[config.mk]
export PLATFORM = sky130hd
export DESIGN_NAME = btn_ctrl
export DESIGN_NICKNAME = d
export VERILOG_FILES = /design/src/rtl/btn_ctrl.sv
export SDC_FILE = /design/constraint.sdc
export NUM_CORES = 1
export LEC_CHECK = 0
export ABC_CLOCK_PERIOD_IN_PS = 4850
export CORE_MARGIN = 1
export CORE_UTILIZATION = 60
export CTS_BUF_LIST = sky130_fd_sc_hd__clkbuf_16
export CTS_CLUSTER_SIZE = 28
export DETAILED_ROUTE_END_ITERATION = 10
export PLACE_DENSITY = 0.79
export REMOVE_ABC_BUFFERS = 1
export SLEW_MARGIN = 10
export SYNTH_ARGS = -nofsm -noshare
export SYNTH_HDL_FRONTEND = slang
export SYNTH_SLANG_ARGS = --single-unit
[constraint.sdc]
create_clock -name clk -period 4.85 [get_ports clk]
set_input_delay 0.97 -clock clk [delete_from_list [all_inputs] [get_ports clk]]
set_output_delay 0.97 -clock clk [all_outputs]
set_load 0.005 [all_outputs]
[src/rtl/btn_ctrl.sv]
// btn_ctrl: per-channel button sync, debounce and press/release/long/repeat pulse generator.
module btn_ctrl #(
  parameter int          N_BTN      = 3,
  parameter bit          ACTIVE_LOW = 1'b1,
  parameter int unsigned DEB_CYC    = 500000,
  parameter int unsigned LONG_CYC   = 25000000,
  parameter int unsigned REP_CYC    = 5000000
) (
  input  logic             clk,
  input  logic             rst_n,
  input  logic [N_BTN-1:0] btn_in,
  output logic [N_BTN-1:0] btn_level,
  output logic [N_BTN-1:0] press_p,
  output logic [N_BTN-1:0] release_p,
  output logic [N_BTN-1:0] long_p,
  output logic [N_BTN-1:0] repeat_p
);
  localparam int unsigned HMAX = (LONG_CYC > REP_CYC) ? LONG_CYC : REP_CYC;
  localparam int DW = $clog2(DEB_CYC + 1);
  localparam int HW = $clog2(HMAX + 1);
  localparam logic [N_BTN-1:0] MASK = ACTIVE_LOW ? '1 : '0;
  typedef enum logic [1:0] {RELEASED, PRESSED, LONG} state_t;
  logic [N_BTN-1:0] r_s1, r_s2;
  logic [DW-1:0]    r_deb [N_BTN];
  logic [HW-1:0]    r_hold [N_BTN];
  state_t           r_st [N_BTN];
  logic [N_BTN-1:0] w_mis, w_acc;
  always_comb begin
    w_mis = '0;
    w_acc = '0;
    for (int i = 0; i < N_BTN; i++) begin
      w_mis[i] = r_s2[i] != btn_level[i];
      w_acc[i] = w_mis[i] && (r_deb[i] == DW'(DEB_CYC - 1));
    end
  end
  // Synchronisers hold normalised levels, so the idle (released) value is always 0.
  always_ff @(posedge clk or negedge rst_n) begin
    if (!rst_n) begin
      r_s1      <= '0;
      r_s2      <= '0;
      btn_level <= '0;
      press_p   <= '0;
      release_p <= '0;
      long_p    <= '0;
      repeat_p  <= '0;
      for (int i = 0; i < N_BTN; i++) begin
        r_deb[i]  <= '0;
        r_hold[i] <= '0;
        r_st[i]   <= RELEASED;
      end
    end else begin
      r_s1      <= btn_in ^ MASK;
      r_s2      <= r_s1;
      press_p   <= '0;
      release_p <= '0;
      long_p    <= '0;
      repeat_p  <= '0;
      for (int i = 0; i < N_BTN; i++) begin
        r_deb[i] <= (w_acc[i] || !w_mis[i]) ? '0 : r_deb[i] + 1'b1;
        if (w_acc[i])
          btn_level[i] <= r_s2[i];
        // An accepted release always takes priority over a terminal count.
        case (r_st[i])
          RELEASED: begin
            if (w_acc[i] && r_s2[i]) begin
              r_st[i]    <= PRESSED;
              press_p[i] <= 1'b1;
              r_hold[i]  <= '0;
            end
          end
          PRESSED: begin
            if (w_acc[i] && !r_s2[i]) begin
              r_st[i]      <= RELEASED;
              release_p[i] <= 1'b1;
              r_hold[i]    <= '0;
            end else if (r_hold[i] == HW'(LONG_CYC - 1)) begin
              r_st[i]   <= LONG;
              long_p[i] <= 1'b1;
              r_hold[i] <= '0;
            end else
              r_hold[i] <= r_hold[i] + 1'b1;
          end
          LONG: begin
            if (w_acc[i] && !r_s2[i]) begin
              r_st[i]      <= RELEASED;
              release_p[i] <= 1'b1;
              r_hold[i]    <= '0;
            end else if (REP_CYC != 0) begin
              if (r_hold[i] == HW'(REP_CYC - 1)) begin
                repeat_p[i] <= 1'b1;
                r_hold[i]   <= '0;
              end else
                r_hold[i] <= r_hold[i] + 1'b1;
            end
          end
          default: begin
            r_st[i]   <= RELEASED;
            r_hold[i] <= '0;
          end
        endcase
      end
    end
  end
endmodule

==> impl_metrics.json, run 1 <==
{
  "cts_hold_buffers": 0,
  "regArea_um2": 3980,
  "power.total_uw": 2890,
  "grt_max_degree": 96,
  "clock_path_buffers": 2,
  "powerDensity_nw_per_um2": 309,
  "multi_input_area_um2": 4150,
  "clock_skew_ns": 0.00940,
  "fmax_mhz": 302,
  "critPathMaxFanout": 17,
  "path_class": "flip-flop to flip-flop",
  "dpl.hpwl_um": 11300,
  "setup_tns_ns": 0,
  "p_leak_uw": 0.00388,
  "core_area_um2": 13400,
  "vias": 6914,
  "gr-total-overflow": 0,
  "synth_edf_count": 0,
  "synth_area_um2": 8370,
  "drt_wl_total_um": 17600,
  "cp-end-kind": "flip-flop",
  "syn_area_per_cell_um2": 9.04,
  "synth_seq_cells": 159,
  "diodes": 0,
  "worstSkewPairLatency_ns": 0.43,
  "synth_area_leaders": "dfrtp_1 48%, nand3_1 6.3%, nand2_1 5.9%, nor2_1 4.3%, xor2_1 3.6%",
  "num-nets-final": 960,
  "drive_gt1_share_pct": 5.56,
  "ir_drop_mv": 0.259,
  "cts_repair_resize_count": 0,
  "critPathRequiredTime_ns": 5.13,
  "slew_violations": 0,
  "drt_pre_antenna_iters": 5,
  "synth-main-ff-cell": "dfrtp_1",
  "die_w_um": 120,
  "final-setup-viol-count": 0,
  "start_util_pct": 62.5,
  "ant_nets": 0,
  "cts_made_buffers": 17,
  "tightest_slew_ns": 1.19,
  "grt_pass1_wl_um": 30700,
  "async_flop_share_pct": 100,
  "rsz0062_at_grt": "no",
  "dieArea_um2": 14400,
  "area_growth_pct": 11.6,
  "drc": 0,
  "synthCells": 926,
  "hold_violations": 0,
  "die_h_um": 120,
  "min_period_ns": 3.31,
  "rows": 42,
  "clkSlewWorstSetupHoldPaths_ns": 0.06,
  "ios": 20,
  "max_cap_violations": 0,
  "postCtsSetupRepairBufs": 0,
  "critPathLaunchType": "flip-flop",
  "hp-class": "flip-flop to flip-flop",
  "grt_pass1_vias": 6529,
  "tritoncts": "built",
  "wl_per_cell_um": 15.6,
  "ys_seq_area_share_pct": 47.5,
  "yosysTopAreaCellShare_pct": 47.5,
  "port-buffer-count": 19,
  "drt-initial-drc-count": 568,
  "track_usage_pct": 26.7,
  "routed_via_density": 6.12,
  "synth_warnings": 0,
  "fill_cells": 1073,
  "cts-root-buf": "clkbuf_16",
  "finalWeightedCongestion": 0.838,
  "antenna_found_initial": 0,
  "post-route-period-util_pct": 68.3,
  "cts.sinks": 159,
  "cp.arrival_ns": 3.59,
  "outcome": "complete, no violations",
  "synth_area_leader_cell": "dfrtp_1",
  "slew_headroom_pct": 20.2,
  "cts_max_level": 4,
  "ys_types": 55
}
-- Yosys cell counts, types with 3 or more instances --
| library cell | instances |
|---|---|
| nor4bb_1 | 3 |
| o311ai_1 | 4 |
| nand3_1 | 106 |
| o31ai_1 | 11 |
| mux2_2 | 3 |
| nor3b_1 | 5 |
| dfrtp_1 | 159 |
| and3_1 | 21 |
| nor2b_1 | 7 |
| or2_2 | 9 |
| xor2_1 | 34 |
| xnor2_1 | 19 |
| ha_1 | 15 |
| buf_1 | 3 |
| mux2i_1 | 3 |
| o211ai_1 | 4 |
| nand2_1 | 131 |
| nor4b_1 | 7 |
| nand2b_1 | 6 |
| and4_1 | 8 |
| a31oi_1 | 10 |
| o311ai_0 | 22 |
| nand4b_1 | 3 |
| a21oi_1 | 12 |
| and2_1 | 15 |
| nor2_1 | 96 |
| nor4_1 | 12 |
| o21a_1 | 3 |
| o31a_1 | 5 |
| or3_1 | 27 |
| buf_2 | 4 |
| inv_1 | 31 |
| nor3_1 | 14 |
| a21o_1 | 6 |
| clkbuf_1 | 20 |
| o21ai_0 | 28 |
| nand4_1 | 29 |
| or4_1 | 11 |
| a21boi_0 | 3 |
-- power breakdown --
part | switching [µW] | total [µW] | internal [µW]
Combinational | 40.8 | 52.9 | 12.2
Sequential | 7.95 | 1340 | 1340
Clock | 535 | 1490 | 954
Total | 584 | 2890 | 2300
-- state kept, by name (all words and copies together), names as in the netlist --
signal and flops:
r_hold 75, r_deb 57, r_st 6, btn_level 3, long_p 3, press_p 3
r_s1 3, r_s2 3, release_p 3, repeat_p 3
-- critical path, stage by stage, from the launching register on --
cell      delay (ns)
dfrtp_1         0.42
nor4bb_1        0.31
nand4_1         0.28
o31ai_1         0.88
nand2_1         0.67
o311ai_0        0.58
-- per-layer routing --
layer / GRT usage [%] / vias to the layer above / wire length [µm]
li1: - / 3367 / -
met1: 38.1 / 3337 / 8380
met2: 40.6 / 180 / 8170
met3: 5.09 / 30 / 824
met4: 9.61 / 0 / 243
met5: 0 / - / 0
-- metrics by stage --
stage	util, %	cell area [µm²]	hold WS (ns)	setup WS, ns	cells
global route	69.7	9340	0.351	1.30	1129
finish	69.7	9340	0.348	1.54	1129
global placement	64.9	8690	0.333	1.86	1097
detailed placement	64.9	8690	0.336	1.70	1097
CTS	69.7	9340	0.350	1.61	1129
floorplan	-	8240	0.331	2.04	897
-- path summary, 6_finish.rpt --
path | from | endpoint | slack, ns | depth (start not counted)
worst max-delay path | r_deb[24] | r_hold[27] | 1.54 | 5
worst min-delay path | r_s1[2] | r_s2[2] | 0.35 | 0
worst max register to register | r_deb[24] | r_hold[27] | 1.54 | 5
worst min register to register | r_s1[2] | r_s2[2] | 0.35 | 0
max in group asynchronous | rst_n | r_deb[50] | 3.26 | 2
min in group asynchronous | rst_n | r_deb[9] | 0.63 | 1
-- layout by cell type, fill, tap and decap left out, types with 5 or more instances in the layout --
| master | n |
|---|---|
| xnor2_1 | 19 |
| xor2_1 | 34 |
| clkdlybuf4s50_1 | 18 |
| and3_1 | 21 |
| inv_1 | 33 |
| nor3b_1 | 5 |
| a21o_1 | 6 |
| nor2b_1 | 7 |
| o311ai_0 | 22 |
| nor4_1 | 12 |
| o21ai_0 | 28 |
| and2_1 | 15 |
| buf_4 | 5 |
| dfrtp_1 | 159 |
| a21oi_1 | 12 |
| nand4_1 | 29 |
| nor3_1 | 14 |
| or2_2 | 9 |
| o31a_1 | 5 |
| nand2_1 | 131 |
| or4_1 | 11 |
| nor4b_1 | 7 |
| or3_1 | 27 |
| clkbuf_16 | 17 |
| clkinv_2 | 6 |
| nand3_1 | 106 |
| ha_1 | 15 |
| nand2b_1 | 6 |
| bufinv_16 | 6 |
| and4_1 | 8 |
| nor2_1 | 96 |
| o31ai_1 | 11 |
| a31oi_1 | 10 |
-- logic make-up after synthesis --
kind of cell    after synthesis  synth area share (%)
simple gates                517                  31.3
flops                       159                  47.5
compound gates              116                  9.70
buf+inv                      60                  2.89
xor+xnor                     53                  5.55
fa+ha+maj                    15                  2.24
mux                           6                 0.762
-- area by class of cell --
class,instances,area share (%)
clock buffers,17,4.55
repair buffers,24,2.45
clock inverters,15,2.41
inverters,31,1.25
flip-flops and latches,159,42.6
multi-input cells,707,44.4
well taps,176,2.36
(Power assumes the default switching activity.)
==> run 2, diff against run 1 <==
--- a/config.mk
+++ b/config.mk
@@ -5,7 +5,7 @@
 export SDC_FILE = /design/constraint.sdc
 export NUM_CORES = 1
 export LEC_CHECK = 0
-export ABC_CLOCK_PERIOD_IN_PS = 4850
+export ABC_CLOCK_PERIOD_IN_PS = 3400
 export CORE_MARGIN = 1
 export CORE_UTILIZATION = 60
 export CTS_BUF_LIST = sky130_fd_sc_hd__clkbuf_16
==> constraint.sdc (replaced) <==
create_clock -name clk -period 3.4 [get_ports clk]
set_input_delay 0.68 -clock clk [delete_from_list [all_inputs] [get_ports clk]]
set_output_delay 0.68 -clock clk [all_outputs]
set_load 0.005 [all_outputs]
==> impl_metrics.json, run 2 (same netlist as run 1, synthesis figures left out) <==
{
  "wl_per_cell_um": 15.3,
  "drt-initial-drc-count": 602,
  "path_class": "flip-flop to flip-flop",
  "setup_tns_ns": 0,
  "cts_hold_buffers": 0,
  "fmax_mhz": 349,
  "powerDensity_nw_per_um2": 413,
  "ir_drop_mv": 0.563,
  "rsz0062_at_grt": "no",
  "hp-class": "input port to asynchronous set/reset pin",
  "seqPwrFrac_pct": 49.8,
  "cts-root-buf": "clkbuf_16",
  "critical_path.startpoint": "r_hold[56]",
  "port-buffer-count": 19,
  "start_util_pct": 62.5,
  "largest_register_ffs": 75,
  "min_period_ns": 2.86,
  "dpl.hpwl_um": 11500,
  "tritoncts": "built",
  "rows": 42,
  "worstSkewPairLatency_ns": 0.43,
  "critPathLaunchType": "flip-flop",
  "hold_violations": 0,
  "p_leak_uw": 0.00386,
  "grt_pass1_wl_um": 30500,
  "diodes": 0,
  "antenna_found_initial": 0,
  "grt_pass1_vias": 6604,
  "cts_repair_resize_count": 0,
  "track_usage_pct": 26.2,
  "outcome": "complete, no violations",
  "dieArea_um2": 14400,
  "routed_via_density": 6.07,
  "vias": 6893,
  "clock_power_share_pct": 48.2,
  "reg2reg_setup_slack_ns": 0.54,
  "area_growth_pct": 11.5,
  "cp-end-kind": "flip-flop",
  "regMostFlops": "r_hold",
  "clock_skew_ns": 0.00676,
  "clkSlewWorstSetupHoldPaths_ns": 0.06,
  "critPathMaxFanout": 20,
  "cp.arrival_ns": 3.14,
  "final-setup-viol-count": 0,
  "p_int_uw": 2950,
  "max_cap_violations": 0,
  "num-nets-final": 966,
  "final_cell_mix": "159 x dfrtp_1, 131 x nand2_1, 106 x nand3_1",
  "slew_headroom_pct": 15.0,
  "drc": 0,
  "ios": 20,
  "drt_wl_total_um": 17400,
  "ant_nets": 0,
  "drt_pre_antenna_iters": 6,
  "post-route-period-util_pct": 84.2,
  "reg2reg_depth": 6,
  "dp_cells": 1103,
  "reg_top3": "r_hold: 75 flops, r_deb: 57 flops, r_st: 6 flops",
  "clock_path_buffers": 2,
  "die_h_um": 120,
  "slew_violations": 0,
  "final_common_cell": "dfrtp_1",
  "tightest_slew_ns": 1.27,
  "reg2reg_to": "r_hold[55]",
  "cts_made_buffers": 17,
  "grt_max_degree": 75,
  "die_w_um": 120,
  "crit_path_end": "r_hold[55]",
  "core_area_um2": 13400,
  "gr-total-overflow": 0,
  "cts.sinks": 159,
  "finalWeightedCongestion": 0.837,
  "finalNonFillerCells": 1135,
  "critPathRequiredTime_ns": 3.68,
  "r2r-start": "r_hold[56]",
  "combPwrFrac_pct": 2.0,
  "switching_power_uw": 894,
  "cts_max_level": 4,
  "postCtsSetupRepairBufs": 0,
  "drive_gt1_share_pct": 6.36,
  "swShare_pct": 23.2
}
-- run 2: cell count changes in the layout (fill, tap and decap cells not counted), sizes merged --
cell	before	now
inv	33	39
bufinv	6	1
clkinvlp	1	2
clkinv	6	4
buf	6	12
-- run 2: per-stage QoR --
stage | cell area (µm²) | hold WS, ns | util, % | total power [µW] | setup WS, ns
detailed placement | 8750 | 0.341 | 65.3 | 2030 | 0.546
global placement | 8750 | 0.332 | 65.3 | 2030 | 0.675
floorplan | 8240 | 0.331 | - | 1970 | 0.588
CTS | 9330 | 0.187 | 69.6 | 3890 | 0.516
global route | 9330 | 0.207 | 69.6 | 3980 | 0.259
finish | 9330 | 0.178 | 69.6 | 3850 | 0.537
-- run 2: worst min path at each step --
stage	start	end	slack, ns	cells past startpoint
finish	rst_n	r_deb[10]	0.18	1
global placement	r_s1[2]	r_s2[2]	0.33	0
floorplan	r_s1[0]	r_s2[0]	0.33	0
detailed placement	r_s1[2]	r_s2[2]	0.34	0
global route	rst_n	r_deb[12]	0.21	1
CTS	rst_n	r_deb[7]	0.19	1
-- run 2: worst max-delay path: stages (launching register included) --
cell	delay, ns
dfrtp_1	0.44
or4b_1	0.53
or4_1	0.54
o31a_1	0.35
o21a_1	0.46
nand3_1	0.22
o311ai_0	0.17
-- run 2: area by class of cell --
class | instances | area [µm²]
clock buffers | 17 | 425
fillers | 1026 | 4070
clock inverters | 15 | 153
well taps | 176 | 220
inverters | 31 | 116
flip-flops and latches | 159 | 3980
multi-input cells | 707 | 4150
repair buffers | 30 | 287
-- run 2: power groups by stage --
stage	Clock, µW	Sequential [µW]	Combinational (µW)
6_report	1860	1920	76.8
5_1_grt	1970	1920	90.4
4_1_cts	1890	1910	80.5
3_5_place_dp	0	1950	79.6
3_3_place_gp	0	1950	78.2
2_1_floorplan	0	1950	26.2
-- run 2: routing by layer --
metal	track usage, %	wire, µm	up-vias
met5	0	0	-
li1	-	-	3373
met4	7.97	174	0
met2	41.3	8040	143
met1	36.5	8440	3360
met3	5.28	721	17
==> run 3, diff against run 2 <==
--- a/config.mk
+++ b/config.mk
@@ -5,7 +5,7 @@
 export SDC_FILE = /design/constraint.sdc
 export NUM_CORES = 1
 export LEC_CHECK = 0
-export ABC_CLOCK_PERIOD_IN_PS = 3400
+export ABC_CLOCK_PERIOD_IN_PS = 2700
 export CORE_MARGIN = 1
 export CORE_UTILIZATION = 60
 export CTS_BUF_LIST = sky130_fd_sc_hd__clkbuf_16
==> constraint.sdc (replaced) <==
create_clock -name clk -period 2.7 [get_ports clk]
set_input_delay 0.54 -clock clk [delete_from_list [all_inputs] [get_ports clk]]
set_output_delay 0.54 -clock clk [all_outputs]
set_load 0.005 [all_outputs]
==> impl_metrics.json, run 3 (same netlist as run 1, synthesis figures left out) <==
{
  "largest_register_ffs": 75,
  "dpl.hpwl_um": 12000,
  "wl_per_cell_um": 15.3,
  "cts_made_buffers": 17,
  "area_growth_pct": 12.9,
  "die_w_um": 120,
  "clock_skew_ns": 0.00680,
  "drt_wl_total_um": 17600,
  "slew_violations": 0,
  "clock_path_buffers": 2,
  "track_usage_pct": 26.3,
  "utilization_pct": 70.5,
  "drt_pre_antenna_iters": 5,
  "cts.sinks": 159,
  "grt_max_degree": 53,
  "antenna_found_initial": 0,
  "drive_gt1_share_pct": 7.79,
  "grt_pass1_wl_um": 30500,
  "regMostFlops": "r_hold",
  "path_class": "flip-flop to flip-flop",
  "post-route-period-util_pct": 97.4,
  "slew_headroom_pct": 50.9,
  "min_period_ns": 2.63,
  "dp_cells": 1120,
  "reg_top3": "r_hold: 75 flops, r_deb: 57 flops, r_st: 6 flops",
  "rows": 42,
  "start_util_pct": 62.5,
  "powerDensity_nw_per_um2": 502,
  "cts_hold_buffers": 0,
  "outcome": "complete, no violations",
  "vias": 6960,
  "fmax_mhz": 380,
  "p_leak_uw": 0.00395,
  "crit_path_top_delay_cell": "or4b_4",
  "cp.arrival_ns": 2.90,
  "tritoncts": "built",
  "gr-total-overflow": 0,
  "worstSkewPairLatency_ns": 0.42,
  "dp_slack_ns": 0.0468,
  "max_cap_violations": 0,
  "cts_max_level": 4,
  "cts-root-buf": "clkbuf_16",
  "tightest_slew_ns": 0.736,
  "core_area_um2": 13400,
  "fin_ws_ns": 0.0696,
  "drc": 0,
  "grt_pass1_vias": 6562,
  "ant_nets": 0,
  "clkSlewWorstSetupHoldPaths_ns": 0.06,
  "critPathRequiredTime_ns": 2.97,
  "num-nets-final": 985,
  "drt-initial-drc-count": 543,
  "critPathMaxFanout": 14,
  "finalNonFillerCells": 1152,
  "hold_violations": 0,
  "reg2reg_depth": 7,
  "critPathLaunchType": "flip-flop",
  "routed_via_density": 6.04,
  "setup_tns_ns": 0,
  "crit_chain": "or4b_4 -> or4_4 -> o31a_1 -> o21a_1 -> buf_4 -> nand3_1 -> o311ai_0",
  "port-buffer-count": 19,
  "ios": 20,
  "power.total_uw": 4750,
  "cp_slowest_stage_delay_ns": 0.55,
  "final_common_cell": "dfrtp_1",
  "cp-end-kind": "flip-flop",
  "diodes": 0,
  "fill_cells": 1040,
  "ir_drop_mv": 0.441,
  "final-setup-viol-count": 0,
  "finalWeightedCongestion": 0.834,
  "die_h_um": 120,
  "final_cell_mix": "159 x dfrtp_1, 131 x nand2_1, 106 x nand3_1",
  "hp-class": "input port to asynchronous set/reset pin",
  "rsz0062_at_grt": "no",
  "dieArea_um2": 14400
}
-- run 3: changes by cell type in the layout (fill, tap and decap cells not counted), sizes merged --
cell / change
clkinv: +1
bufinv: +1
buf: +19
inv: -4
-- run 3: final cells by class --
cell class / count / area, µm² / area share (%)
timing repair buffer: 49 / 429 / 4.54
multi-input combinational: 707 / 4170 / 44.1
inverter: 31 / 116 / 1.23
clock inverter: 13 / 110 / 1.16
tap: 176 / 220 / 2.33
clock buffer: 17 / 425 / 4.50
sequential: 159 / 3980 / 42.1
-- run 3: path summary, 6_finish.rpt --
check / from / endpoint / slack (ns)
setup reg to reg: r_hold[57] / r_hold[53] / 0.07
setup / recovery: r_hold[57] / r_hold[53] / 0.07
hold reg to reg: r_s1[1] / r_s2[1] / 0.35
min in group clk: r_s1[1] / r_s2[1] / 0.35
max in group asynchronous: rst_n / btn_level[0] / 1.88
hold / removal: rst_n / btn_level[2] / 0.03
-- run 3: through the flow --
| stage | cell area (µm²) | hold slack (ns) |
|---|---|---|
| after detailed placement | 8880 | 0.337 |
| after CTS | 9410 | 0.0472 |
| after floorplan | 8240 | 0.244 |
| after global placement | 8880 | 0.336 |
| final | 9450 | 0.0346 |
| after global routing | 9450 | 0.0656 |
-- run 3: worst max-delay path, delay by kind of cell, from the launching register on --
kind	cells	cell delay [ns]
and+or+nand+nor	3	1.17
DFF	1	0.42
AOI/OAI and AO/OA	3	0.68
buffers and inverters	1	0.19
-- run 3: routing by layer --
metal | wire, µm | up-vias | part of all wire, % | track usage [%]
met5 | 0 | - | 0 | 0
met4 | 174 | 0 | 0.99 | 7.42
met3 | 805 | 22 | 4.6 | 5.66
met2 | 8240 | 177 | 47 | 40.9
met1 | 8350 | 3360 | 48 | 37.1
li1 | - | 3401 | - | -
-- run 3: what timing repair did --
item	in CTS	in global routing
buffers inserted	0	2
endpoints found under the setup margin	0	21
resized for setup	0	6
-- run 3: report_power, final --
group | leakage, µW | internal [µW] | total (µW) | switching, µW
combinational | 0.00148 | 24.9 | 98.0 | 73.2
sequential | 0.00220 | 2400 | 2410 | 14.0
clock | 0.000270 | 1320 | 2240 | 916
total | 0.00395 | 3740 | 4750 | 1000
